===== config.mk =====
export PLATFORM = sky130hd
export DESIGN_NAME = tone_gen
export DESIGN_NICKNAME = d
export VERILOG_FILES = /design/src/rtl/music_box_pkg.sv /design/src/rtl/pwm_volume.sv /design/src/rtl/tone_gen.sv
export SDC_FILE = /design/constraint.sdc
export NUM_CORES = 1
export LEC_CHECK = 0
export ABC_AREA = 1
export CAP_MARGIN = 40
export CORE_ASPECT_RATIO = 0.75
export CORE_MARGIN = 8
export CORE_UTILIZATION = 55
export DETAILED_ROUTE_END_ITERATION = 10
export DONT_BUFFER_PORTS = 1
export GPL_ROUTABILITY_DRIVEN = 1
export PLACE_DENSITY = 0.78
export SLEW_MARGIN = 15
export SYNTH_ARGS = -nofsm -noshare
export SYNTH_HDL_FRONTEND = slang
export SYNTH_SLANG_ARGS = --single-unit

===== constraint.sdc =====
create_clock -name clk -period 2 [get_ports clk]
set_clock_uncertainty 0.05 [all_clocks]
set_input_delay 0.4 -clock clk [delete_from_list [all_inputs] [get_ports clk]]
set_output_delay 0.4 -clock clk [all_outputs]
set_load 0.02 [all_outputs]

===== src/rtl/music_box_pkg.sv =====
// Shared constants and state encoding for the music box audio path.
package music_box_pkg;

    // System clock frequency; tone counts are expressed in these cycles.
    localparam int CLK_FREQ_HZ = 100_000_000;

    // Width of the half-period count coming from the scale lookup stage.
    localparam int CNT_W = 20;

    // Smallest half-period count that is treated as a tone; anything lower is silence.
    localparam int MIN_COUNT = 2;

    // Tone generator control states.
    typedef enum logic [1:0] {
        IDLE      = 2'd0,
        RUN       = 2'd1,
        STOP_PEND = 2'd2
    } tone_state_t;

endpackage : music_box_pkg


===== src/rtl/pwm_volume.sv =====
// Free-running 4-bit PWM volume gate applied to the raw square wave.
module pwm_volume #(
    parameter int PWM_DIV = 4
) (
    input  logic       clk,
    input  logic       reset_,
    input  logic       tone_phase,
    input  logic [3:0] volume,
    output logic       audio_out
);

    localparam int PRE_W = (PWM_DIV > 1) ? $clog2(PWM_DIV) : 1;
    localparam logic [PRE_W-1:0] PRE_MAX = PRE_W'(PWM_DIV - 1);

    logic [PRE_W-1:0] pre;
    logic [3:0]       pwm_cnt;
    logic             gate_on;

    // Full volume bypasses the PWM so the output is solid while the tone is high.
    assign gate_on = (volume == 4'hF) || (pwm_cnt < volume);

    // Pre-divider and PWM step counter, free-running regardless of tone state.
    always_ff @(posedge clk or negedge reset_) begin
        if (!reset_) begin
            pre     <= '0;
            pwm_cnt <= '0;
        end else if (pre == PRE_MAX) begin
            pre     <= '0;
            pwm_cnt <= pwm_cnt + 4'd1;
        end else begin
            pre     <= pre + PRE_W'(1);
        end
    end

    // Registered volume gate; audio_out trails tone_phase by one cycle.
    always_ff @(posedge clk or negedge reset_) begin
        if (!reset_) begin
            audio_out <= 1'b0;
        end else begin
            audio_out <= tone_phase & gate_on;
        end
    end

endmodule : pwm_volume


===== src/rtl/tone_gen.sv =====
// Square-wave tone generator: half-period counter with boundary-aligned
// frequency changes and stop requests, followed by a PWM volume gate.
module tone_gen #(
    parameter int CNT_W     = music_box_pkg::CNT_W,
    parameter int MIN_COUNT = music_box_pkg::MIN_COUNT,
    parameter int PWM_DIV   = 4
) (
    input  logic             clk,
    input  logic             reset_,
    input  logic             enable,
    input  logic [CNT_W-1:0] count,
    input  logic [3:0]       volume,
    output logic             tone_phase,
    output logic             audio_out,
    output logic             half_tick,
    output logic             busy
);

    import music_box_pkg::*;

    localparam logic [CNT_W-1:0] MIN_C = CNT_W'(MIN_COUNT);
    localparam logic [CNT_W-1:0] ONE   = CNT_W'(1);

    tone_state_t      state;
    logic [CNT_W-1:0] hp_cnt;
    logic [CNT_W-1:0] act_cnt;
    logic             boundary;
    logic             count_ok;

    // act_cnt >= MIN_COUNT whenever this is evaluated (RUN/STOP_PEND), so no wrap.
    assign boundary = (hp_cnt == (act_cnt - ONE));
    assign count_ok = (count >= MIN_C);
    assign busy     = (state != IDLE);

    // Tone control FSM: counts half-periods, resamples count and honours
    // stop requests only on half-period boundaries.
    always_ff @(posedge clk or negedge reset_) begin
        if (!reset_) begin
            state      <= IDLE;
            hp_cnt     <= '0;
            act_cnt    <= '0;
            tone_phase <= 1'b0;
            half_tick  <= 1'b0;
        end else begin
            half_tick <= 1'b0;
            case (state)
                IDLE: begin
                    hp_cnt     <= '0;
                    tone_phase <= 1'b0;
                    if (enable && count_ok) begin
                        state      <= RUN;
                        act_cnt    <= count;
                        tone_phase <= 1'b1;
                    end
                end
                RUN, STOP_PEND: begin
                    if (boundary && ((state == RUN) || enable)) begin
                        // Normal boundary: resample count, toggle or fall silent.
                        hp_cnt    <= '0;
                        half_tick <= 1'b1;
                        act_cnt   <= count;
                        if (!count_ok) begin
                            state      <= IDLE;
                            tone_phase <= 1'b0;
                        end else begin
                            tone_phase <= ~tone_phase;
                            state      <= enable ? RUN : STOP_PEND;
                        end
                    end else if (boundary) begin
                        // Pending stop completes on this boundary.
                        hp_cnt     <= '0;
                        half_tick  <= 1'b1;
                        tone_phase <= 1'b0;
                        state      <= IDLE;
                    end else begin
                        hp_cnt <= hp_cnt + ONE;
                        state  <= enable ? RUN : STOP_PEND;
                    end
                end
                default: begin
                    state      <= IDLE;
                    hp_cnt     <= '0;
                    tone_phase <= 1'b0;
                end
            endcase
        end
    end

    pwm_volume #(
        .PWM_DIV (PWM_DIV)
    ) u_pwm_volume (
        .clk        (clk),
        .reset_     (reset_),
        .tone_phase (tone_phase),
        .volume     (volume),
        .audio_out  (audio_out)
    );

endmodule : tone_gen


After elaboration in Yosys (flattened, before gate mapping)
Cells that the tools add are included.
Widths: inputs -> output; s select.

word-level totals
  logic and storage cells = 54
  bits in registers = 51
  output and inout port bits = 4
  bits of input ports = 27

operators by class
  magnitude comparators = 2
  bitwise gates (word level) = 2
  muxes and demuxes = 21
  $add $sub $neg = 4
  reductions and logical operators = 9
  eq/ne operators = 8

operators with widths
  operator               count
  $mux 20                5
  $pmux 20 s2            1
  $add 20x1->20 const B  1
  $eq 20x20->1           1
  $ge 20x2->1 const B    1
  $sub 20x1->20 const B  1
  $mux 2                 6
  $mux 1                 7
  $add 4x1->4 const B    1
  $eq 2x2->1 const B     2
  $eq 4x4->1 const B     1
  $lt 4x4->1             1
  $ne 2x2->1 const B     2
  $pmux 2 s2             1
  $reduce_bool 2->1      2
  $ne 3x3->1 const B     1
  $reduce_and 3->1       1
  $add 2x1->2 const B    1
  $eq 2x1->1 const B     1
  $logic_and 1x1->1      2
  $logic_not 2->1        1
  $logic_or 1x1->1       2
  $pmux 1 s2             1
  $reduce_or 2->1        1
  other kinds (2)        2

Logic depth before layout (Yosys ltp)
Gate-level depths: netlist of the first run.

  word-level depth = 5
  gate-level depth with buffers = 18
  depth with buffers taken out = 17

Hierarchy
From an unflattened synthesis of the first run, not the netlist that was laid out.

unflattened totals
  cells, all modules = 484
  area total of the unflattened synthesis = 3427.0 um^2

by module, submodules not included
  module      cells each  area an instance (um^2)  instances  sequential area each (um^2)
  tone_gen    448         3065.4                   1          1101.1
  pwm_volume  36          361.6                    1          175.2

Worst setup path after synthesis of the first run
Ideal clock, no wire load.

  kind = reg2reg
  start point = reg act_cnt[0]
  end point = reg hp_cnt[11]
  data arrival time = 1.964 ns
  path buffers = 3
  clock period less this slack = 2.135 ns
  stages on the path, launching flop included = 17
  library setup time = 0.121 ns
  data required time = 1.829 ns
  path slack = -0.135 ns
  cells stage by stage = dfrtp_1 inv_1 ha_1 nand2_2 nor2_2 buf_6 nand3b_1 nand2_1 inv_1 nor2_1 nand2_1 nor2_2 nand3_2 nand2_1 buf_6 buf_8 nor2_2

on the way
  longest elaborated chain between the ends = 5
  elaborated cells between the ends (all ways) = 6
  those cells by class = 1 x add/sub; 1 x eq/ne; 3 x mux; 1 x reduce/logical

RTL lines
  element                                       line                            RTL
  start, declared                               tone_gen.sv:26                  logic [CNT_W-1:0] act_cnt;
  start signal, assigned                        tone_gen.sv:52                  act_cnt <= count;
  start signal, assigned                        tone_gen.sv:61                  act_cnt <= count;
  $sub 20x1->20 (*)                             tone_gen.sv:31                  assign boundary = (hp_cnt == (act_cnt - ONE));
  $eq 20x20->1 (*)                              tone_gen.sv:31
  $mux 20 or $logic_and 1x1->1 (tied branches)  tone_gen.sv:69, tone_gen.sv:57
  $mux 20 (*)                                   tone_gen.sv:57                  if (boundary && ((state == RUN) || enable)) begin
  $mux 20 (*)                                   tone_gen.sv:46                  case (state)
  end signal, assigned                          tone_gen.sv:76                  hp_cnt <= hp_cnt + ONE;
  end, declared                                 tone_gen.sv:25                  logic [CNT_W-1:0] hp_cnt;

Every way passes the cells marked *; elsewhere a longest branch is shown, timed or not.
A chain may end at the register's enable or synchronous reset.

Worst setup path in the final report of the first run
  start point = reg act_cnt[3]
  end point = reg act_cnt[4]

on the way
  longest elaborated chain between the ends = 5

RTL lines
  element                     line
  $sub 20x1->20               tone_gen.sv:31
  $eq 20x20->1                tone_gen.sv:31
  $logic_and 1x1->1           tone_gen.sv:57
  $ne 2x2->1 (no line)        -
  $reduce_and 3->1 (no line)  -

Every way passes these cells.

==> results.md, run 1 <==
- Max clock buf depth: 2
- GRT Total Usage: 22.6%
- Top-count cell post-synth: nand2_1
- Worst vdd ir: 0.993 mV
- Slew Limit Fails: 0
- Die footprint: 9320 µm²
- Drt drc: 0
- Layout cells sized above 1: 32.4%
- Power per cell area: 1520 nW/µm²
- Period minus WS final: 2.46 ns
- Worst path arrival time: 2.66 ns
- GPL Wtd Cong: 0.926
- Routed Antenna Nets: 0
- Crit-path slowest cell: dfrtp_2
- NumNets Final: 634
- Final setup vio count: 44
- Largest net degree at the start of global routing: 52
- Avg Inst Size Synth: 7.10 µm²
- Gr ovfl total: 0
- R2r endpoint: act_cnt[4]
- CP max stage delay: 0.48 ns
- Ordered list of cells on the worst path: nor2_4, nand2_2, nor2_4, buf_6, buf_4, nand4_1, nand2_1, nand2_1, nor2_1, nand4_1, nand2_4, buf_6, nand3_1, nand2_1
- Site Rows: 25
- R2R setup slack: -0.46 ns
- Crit path max fanout: 7
- Path type of the worst min-delay path: in2reg
- Cells after Synth: 501
- Vias: 3849
- Final instance area: 4830 µm²
- Ys async rst share: 100%
- Sequential fraction of the synthesis area: 35.9%
- P&R area growth vs syn: 35.8%
- Clk root buf: clkbuf_8
- Global-route wire length before repair: 16800 µm
- Synth area leaders: dfrtp_1, nand2_1, nand3_1
- Slew HR: 74.2%
- Place WS: -0.372 ns
- Worst-Margin Slew: 0.384 ns
- Sw power: 0.00349 W
- DRT Pass-1 Iters: 5
- Top-Level Pins: 31
- Post-synth top area cell: dfrtp_1
- Cell-internal power: 0.00387 W
- Final hold viol count: 0
- Post-Syn Nets: 538
- Vias in the first global route: 3507
- FMAX: 406 MHz
- Worst Hold Launch: count[7]
- Failing checks: setup timing
- Die H: 85.6 µm
- Synth Flop Type: dfrtp_1
- Setup ws final: -0.463 ns
- Post-DP HPWL: 7370 µm
- Status: finished with violations
- Input/output buffers: 0
- Clock slew at reported path FFs: 0.10 ns
- WL/cell: 17.0 µm
- LEAKAGE: 2.37 nW
- Crit path capture type: flip-flop
- Clock power frac: 10.2%
- Synth cell types: 33
- Comb pwr share: 67.8%
- Cells after DPL: 639
- Reg power frac: 22.0%
- ANT cells: 0
- Top cell by count, worst path: nand2_1
- Cell Area, Synth: 3560 µm²
- Worst setup endpoint: act_cnt[4]
- Core box area: 6290 µm²
- Setup_tns: -16.78 ns
- Synth Warn #: 0
- CP startpoint: act_cnt[3]
- Antenna violations before repair: 0
- MaxCap Viol Count: 0
- DR vias/cell: 5.67
- EDFF count, synth: 0
- Worst R2R Path Depth: 14
- Placed cell area: 4110 µm²
- Initial core utilization: 56.6%
- Worst EP required: 2.20 ns
- DIE WIDTH: 109 µm
- Yosys reg bits: 51
- Iteration-0 DRC Markers: 345
- Final non-filler cell total: 679
- H-tree depth: 2
- Critical path type: reg2reg
- Period utilisation layout: 123%
- RSZ-0062 raised after global routing: true
- CTS tree: yes
- Synth top area share: 35.9%
- Clock Sinks: 51
- Hold Slack: 0.168 ns
- Setup crit start kind: flip-flop
- WL final: 11500 µm
- Top cells by count, synth: nand2_1, nor2_1, inv_1, dfrtp_1, nand3_1
- Switching part of the total: 47.5%
- CTS Buf Count: 5
- Launch point of the worst reg-to-reg path: act_cnt[3]
- Clock Latency Late Sink: 0.31 ns
power by group through the flow:
| stage | sequential (W) | clock, W | combinational [W] |
|---|---|---|---|
| after floorplan | 0.00152 | 0 | 0.00228 |
| after global placement | 0.00156 | 0 | 0.00350 |
| after detailed placement | 0.00157 | 0 | 0.00358 |
| after CTS | 0.00156 | 0.000748 | 0.00419 |
| after global routing | 0.00164 | 0.000789 | 0.00537 |
| final | 0.00162 | 0.000750 | 0.00499 |
layout make-up:
| type | instances | area (µm²) |
|---|---|---|
| Clock buffer | 6 | 72.6 |
| Clock inverter | 2 | 38.8 |
| Fill cell | 422 | 1460 |
| Inverter | 54 | 208 |
| Multi-Input combinational cell | 385 | 2270 |
| Sequential cell | 51 | 1280 |
| Tap cell | 81 | 101 |
| Timing Repair Buffer | 100 | 860 |
metal layers:
| layer | global-route usage [%] | share of wire (%) |
|---|---|---|
| met5 | 0 | 0 |
| met4 | 4.83 | 2.4 |
| met3 | 5.09 | 9.6 |
| met2 | 34.6 | 46 |
| met1 | 31.5 | 42 |
critical path, delay by kind of cell, from the launching register on:
family | cells | cell delay, ns
buffers and inverters | 3 | 0.40
DFF | 1 | 0.48
and+or+nand+nor | 11 | 1.46
worst min-delay path by stage:
stage                  end  slack [ns]  depth (start not counted)
2_1_floorplan   act_cnt[0]        0.05                          0
3_3_place_gp     hp_cnt[4]        0.06                          0
3_5_place_dp     hp_cnt[4]        0.06                          0
4_1_cts         act_cnt[7]        0.17                          2
5_1_grt        act_cnt[19]        0.16                          2
6_report        act_cnt[7]        0.17                          2
state kept, by name (all words and copies together), names as in the netlist:
| name | flops |
|---|---|
| act_cnt | 20 |
| hp_cnt | 20 |
| u_pwm_volume.pwm_cnt | 4 |
| state | 2 |
| u_pwm_volume.pre | 2 |
| half_tick | 1 |
| tone_phase | 1 |
| u_pwm_volume.audio_out | 1 |
layout by cell type (no fill, tap or decap), types with 7 or more instances in the layout:
| cell | synthesis | final |
|---|---|---|
| nor2_2 | 16 | 22 |
| nand2_2 | 6 | 20 |
| xor2_1 | 19 | 19 |
| inv_1 | 53 | 49 |
| nor2_1 | 64 | 44 |
| nand4_1 | 19 | 19 |
| nand2_1 | 142 | 124 |
| nor2_4 | 1 | 15 |
| nand3_1 | 48 | 45 |
| xnor2_1 | 13 | 12 |
| o21ai_0 | 10 | 7 |
| buf_4 | 2 | 84 |
| nand3b_1 | 7 | 7 |
| buf_6 | 5 | 11 |
| dfrtp_1 | 51 | 46 |
| ha_1 | 10 | 9 |
cell families after synthesis:
logic type	count (synthesis)	share of synthesized area, %
AOI/OAI and AO/OA	24	3.98
adders and majority gates	10	3.52
and+or+nand+nor	317	39.8
xor gates and xnor gates	32	7.88
DFF	51	35.9
buffers and inverters	66	8.58
muxes	1	0.317
through the flow:
stage / util, % / total power (W)
floorplan: - / 0.00381
global placement: 65.4 / 0.00507
detailed placement: 65.4 / 0.00515
CTS: 72.4 / 0.00650
global route: 76.8 / 0.00780
finish: 76.8 / 0.00736
timing repair:
item | in CTS | in global routing
gates cloned | 1 | 3
setup buffers | 17 | 10
hold buffers | 2 | 0
hold endpoints to repair | 51 | 0
pin swaps | 19 | 27
setup endpoints to repair | 44 | 44
gates resized for setup | 44 | 54
Note: power is estimated with default switching activity, not from simulation.
==> run 2, diff against run 1 <==
HOLD_SLACK_MARGIN = 0.12   (was unset)
TNS_END_PERCENT = 1   (was unset)
==> results.md, run 2 (synthesis results as in run 1) <==
- Crit path capture type: flip-flop
- Vias in the first global route: 3301
- Sw power: 0.00290 W
- Worst path arrival time: 2.50 ns
- Setup crit start kind: flip-flop
- DR vias/cell: 5.39
- Status: finished with violations
- ANT cells: 0
- Post-DP HPWL: 7360 µm
- Cells after DPL: 649
- Die footprint: 9320 µm²
- Site Rows: 25
- CTS Buf Count: 5
- Final setup vio count: 44
- Max clock buf depth: 2
- Reg power frac: 25.2%
- DIE WIDTH: 109 µm
- DRT Pass-1 Iters: 5
- Die H: 85.6 µm
- CTS tree: yes
- Slew Limit Fails: 0
- P&R area growth vs syn: 23.7%
- Clock Sinks: 51
- Clock Latency Late Sink: 0.31 ns
- Failing checks: setup timing
- WL/cell: 14.3 µm
- Vias: 3562
- Largest registers: act_cnt x20, hp_cnt x20, u_pwm_volume.pwm_cnt x4
- NumNets Final: 616
- Initial core utilization: 56.6%
- Iteration-0 DRC Markers: 196
- RSZ-0062 raised after global routing: true
- Final Util: 70.0%
- Global-route wire length before repair: 15700 µm
- Path type of the worst min-delay path: in2reg
- Worst-Margin Slew: 0.403 ns
- Largest net degree at the start of global routing: 52
- Drt drc: 0
- Final instance area: 4400 µm²
- FMAX: 435 MHz
- Antenna violations before repair: 0
- Final non-filler cell total: 661
- Critical path type: reg2reg
- Clk root buf: clkbuf_8
- Final hold viol count: 0
- Worst EP required: 2.20 ns
- Input/output buffers: 0
- Clock slew at reported path FFs: 0.10 ns
- Most frequent cells in the layout: nand2_1, buf_4, nor2_1, inv_1, dfrtp_1
- H-tree depth: 2
- Core box area: 6290 µm²
- Crit path max fanout: 5
- Switching part of the total: 46.8%
- LEAKAGE: 2.22 nW
- GRT Total Usage: 20.9%
- Clock power frac: 10.2%
- Period minus WS final: 2.30 ns
- Top-Level Pins: 31
- GPL Wtd Cong: 1.01
- WL final: 9440 µm
- Power per cell area: 1410 nW/µm²
- Worst vdd ir: 0.828 mV
- Placed cell area: 4180 µm²
- Commonest non-fill, non-tap cell in the layout: nand2_1
- Comb pwr share: 64.6%
- Cell-internal power: 0.00330 W
- Slew HR: 72.9%
- Period utilisation layout: 115%
- Layout cells sized above 1: 22.4%
- MaxCap Viol Count: 0
- Setup ws final: -0.299 ns
- Routed Antenna Nets: 0
- Gr ovfl total: 0
## run 2: cell count changes in the layout (fill, tap and decap cells not counted), sizes merged
cell / previous run / this run
nand2: 149 / 148
bufinv: 1 / 0
nor2: 81 / 82
clkinvlp: 0 / 1
buf: 99 / 81
clkinv: 0 / 1
clkbuf: 6 / 5
## run 2: path summary, 6_finish.rpt
kind	startpoint	endpoint	slack (ns)	cells past startpoint
worst min register to register	u_pwm_volume.pre[0]	u_pwm_volume.pre[0]	0.38	1
worst max-delay path	act_cnt[1]	act_cnt[1]	-0.30	14
max in group asynchronous	reset_	act_cnt[7]	1.10	2
min in group asynchronous	reset_	hp_cnt[8]	0.54	2
worst max register to register	act_cnt[1]	act_cnt[1]	-0.30	14
worst min-delay path	count[7]	act_cnt[7]	0.17	2
## run 2: per-stage QoR
stage | total power [W] | setup WS [ns] | TNS [ns] | hold slack (ns)
floorplan | 0.00381 | -0.0110 | -0.108 | 0.0544
global placement | 0.00519 | -0.299 | -11.07 | 0.0568
detailed placement | 0.00528 | -0.348 | -12.18 | 0.0570
CTS | 0.00608 | -0.228 | -8.36 | 0.165
global route | 0.00670 | -0.464 | -16.94 | 0.165
finish | 0.00620 | -0.299 | -10.82 | 0.171
## run 2: final cells by class
type / instances / area [µm²]
clock inverters: 3 / 23.8
inverters: 54 / 203
multi-input cells: 385 / 2060
repair buffers: 82 / 658
flip-flops and latches: 51 / 1280
clock buffers: 5 / 68.8
fillers: 495 / 1890
well taps: 81 / 101
## run 2: per-layer routing
metal  global-route usage (%)  routed length (µm)  part of all wire (%)  vias to the layer above
met3                     4.72                1020                    11                       10
met4                     4.83                 103                   1.1                        0
met1                     31.2                4420                    47                     1641
met2                     29.6                3900                    41                      155
li1                         -                   -                     -                     1756
met5                        0                   0                     0                        -
## run 2: repair_timing
item,4_1_cts,5_1_grt
endpoints found under the hold margin,51,0
setup endpoints to repair,44,44
gates resized for setup,10,9
gates cloned,1,0
setup buffers,0,1
hold buffers,2,0
pin swaps,2,3
## run 2: power by group through the flow
| stage | Sequential [W] | Combinational (W) | Clock, W |
|---|---|---|---|
| 6_report | 0.00156 | 0.00401 | 0.000634 |
| 5_1_grt | 0.00159 | 0.00442 | 0.000683 |
| 4_1_cts | 0.00155 | 0.00387 | 0.000654 |
| 3_5_place_dp | 0.00156 | 0.00372 | 0 |
| 3_3_place_gp | 0.00155 | 0.00364 | 0 |
| 2_1_floorplan | 0.00152 | 0.00228 | 0 |
## run 2: critical path: stages (launching register included)
cell	delay [ns]
dfrtp_1	0.42
nor2_2	0.15
nand2_2	0.14
nor2_4	0.22
nand2_1	0.08
nand3_1	0.12
nand2_1	0.08
nor2_1	0.09
nand3_1	0.09
nor2_2	0.15
nand4_1	0.14
nand2_4	0.16
buf_4	0.16
nand3_1	0.09
nand2_1	0.09
==> run 3, diff against run 2 <==
==> constraint.sdc (replaced) <==
create_clock -name clk -period 2 [get_ports clk]
set_clock_uncertainty 0.05 [all_clocks]
set_input_delay 0.4 -clock clk [delete_from_list [all_inputs] [get_ports clk]]
set_output_delay 0.4 -clock clk [all_outputs]
set_load 0.005 [all_outputs]
==> results.md, run 3 (synthesis results as in run 1) <==
- Status: finished with violations
- Failing checks: setup timing
- Path type of the worst min-delay path: in2reg
- Critical path type: reg2reg
- Hold endpoint: act_cnt[14]
- Placed cell area: 4160 µm²
- Iteration-0 DRC Markers: 338
- WHS Path Cells: 2
- DR vias/cell: 5.54
- Launch point of the worst reg-to-reg path: act_cnt[6]
- Most frequent cells in the layout: nand2_1, buf_4, nor2_1, inv_1, dfrtp_1
- Worst R2R Path Depth: 15
- LEAKAGE: 2.34 nW
- Slew Limit Fails: 0
- Input/output buffers: 0
- Setup_tns: -14.93 ns
- Crit path capture type: flip-flop
- CTS tree: yes
- Clk root buf: clkbuf_8
- Hold Slack: 0.166 ns
- MaxCap Viol Count: 0
- Die H: 85.6 µm
- Worst vdd ir: 0.951 mV
- Die footprint: 9320 µm²
- Gr ovfl total: 0
- Drt drc: 0
- GRT Total Usage: 22.4%
- Period minus WS final: 2.41 ns
- Global-route wire length before repair: 16600 µm
- Worst Hold Launch: count[14]
- GPL Wtd Cong: 0.987
- CP bufs+invs: 2
- Site Rows: 25
- Largest net degree at the start of global routing: 52
- DIE WIDTH: 109 µm
- Crit path max fanout: 6
- DRT Pass-1 Iters: 5
- Slew HR: 74.3%
- R2r endpoint: act_cnt[1]
- NumNets Final: 632
- H-tree depth: 2
- Final instance area: 4640 µm²
- Initial core utilization: 56.6%
- Cell family with most CP delay: simple AND/OR/NAND/NOR gates
- Post-DP HPWL: 7520 µm
- CP max stage delay: 0.46 ns
- Period utilisation layout: 120%
- Layout cells sized above 1: 28.2%
- Final hold viol count: 0
- Clock slew at reported path FFs: 0.10 ns
- Routed Antenna Nets: 0
- Antenna violations before repair: 0
- Core box area: 6290 µm²
- Final Util: 73.8%
- P&R area growth vs syn: 30.4%
- Worst path arrival time: 2.61 ns
- WL final: 10600 µm
- R2R setup slack: -0.41 ns
- Clock Latency Late Sink: 0.31 ns
- Max clock buf depth: 2
- Ordered list of cells on the worst path: nor2_2, nand2_2, nor2_4, buf_6, nand2_4, nand2_4, nand3_2, nor2_2, nand2_1, nor2_2, nand4_1, nand2_4, buf_6, nand3_1, nand2_1
- Commonest non-fill, non-tap cell in the layout: nand2_1
- Power per cell area: 1430 nW/µm²
- Worst EP required: 2.20 ns
- FMAX: 415 MHz
- Vias in the first global route: 3538
- Top-Level Pins: 31
- RSZ-0062 raised after global routing: true
- CTS Buf Count: 5
- ANT cells: 0
- Worst-Margin Slew: 0.383 ns
- Largest registers: act_cnt x20, hp_cnt x20, u_pwm_volume.pwm_cnt x4
- Vias: 3749
- WL/cell: 15.6 µm
- Setup crit start kind: flip-flop
- Crit-path slowest cell: dfrtp_2
- Clock Sinks: 51
- Final setup vio count: 44
- Setup ws final: -0.410 ns
## run 3: worst max path at each step
stage	slack, ns	from	cells past startpoint	to
global placement	-0.30	act_cnt[3]	14	act_cnt[0]
detailed placement	-0.41	act_cnt[3]	14	act_cnt[10]
floorplan	-0.01	act_cnt[0]	16	hp_cnt[11]
global route	-0.50	act_cnt[6]	12	half_tick
finish	-0.41	act_cnt[6]	15	act_cnt[1]
CTS	-0.24	act_cnt[1]	19	tone_phase
## run 3: routing by layer
layer,vias to the layer above,GRT usage (%),part of all wire (%)
met3,29,4.72,7.8
met1,1760,31.1,46
li1,1802,-,-
met5,-,0,0
met2,158,34.3,45
met4,0,5.70,1.9
## run 3: power breakdown
| group | internal, W | switching (W) |
|---|---|---|
| logic | 0.00195 | 0.00247 |
| clock network | 0.000252 | 0.000362 |
| registers | 0.00128 | 0.000293 |
## run 3: layout make-up
class                           instances  area (µm²)
Clock buffer                            6        72.6
Clock inverter                          2        16.3
Tap cell                               81         101
Sequential cell                        51        1280
Inverter                               54         203
Timing Repair Buffer                   98         795
Multi-Input combinational cell        385        2170
Fill cell                             470        1650
## run 3: metrics by stage
| step | total power [W] | instances | worst slack, ns |
|---|---|---|---|
| after CTS | 0.00625 | 673 | -0.241 |
| after global routing | 0.00709 | 677 | -0.495 |
| final | 0.00661 | 677 | -0.410 |
| after floorplan | 0.00378 | 501 | -0.0110 |
| after detailed placement | 0.00523 | 647 | -0.407 |
| after global placement | 0.00513 | 647 | -0.300 |
## run 3: timing repair
item | in CTS | in global routing
pin swaps | 17 | 11
endpoints found under the hold margin | 51 | 0
gates resized for setup | 33 | 24
setup endpoints to repair | 44 | 44
hold buffers | 2 | 0
setup buffers | 14 | 3
gates cloned | 2 | 1
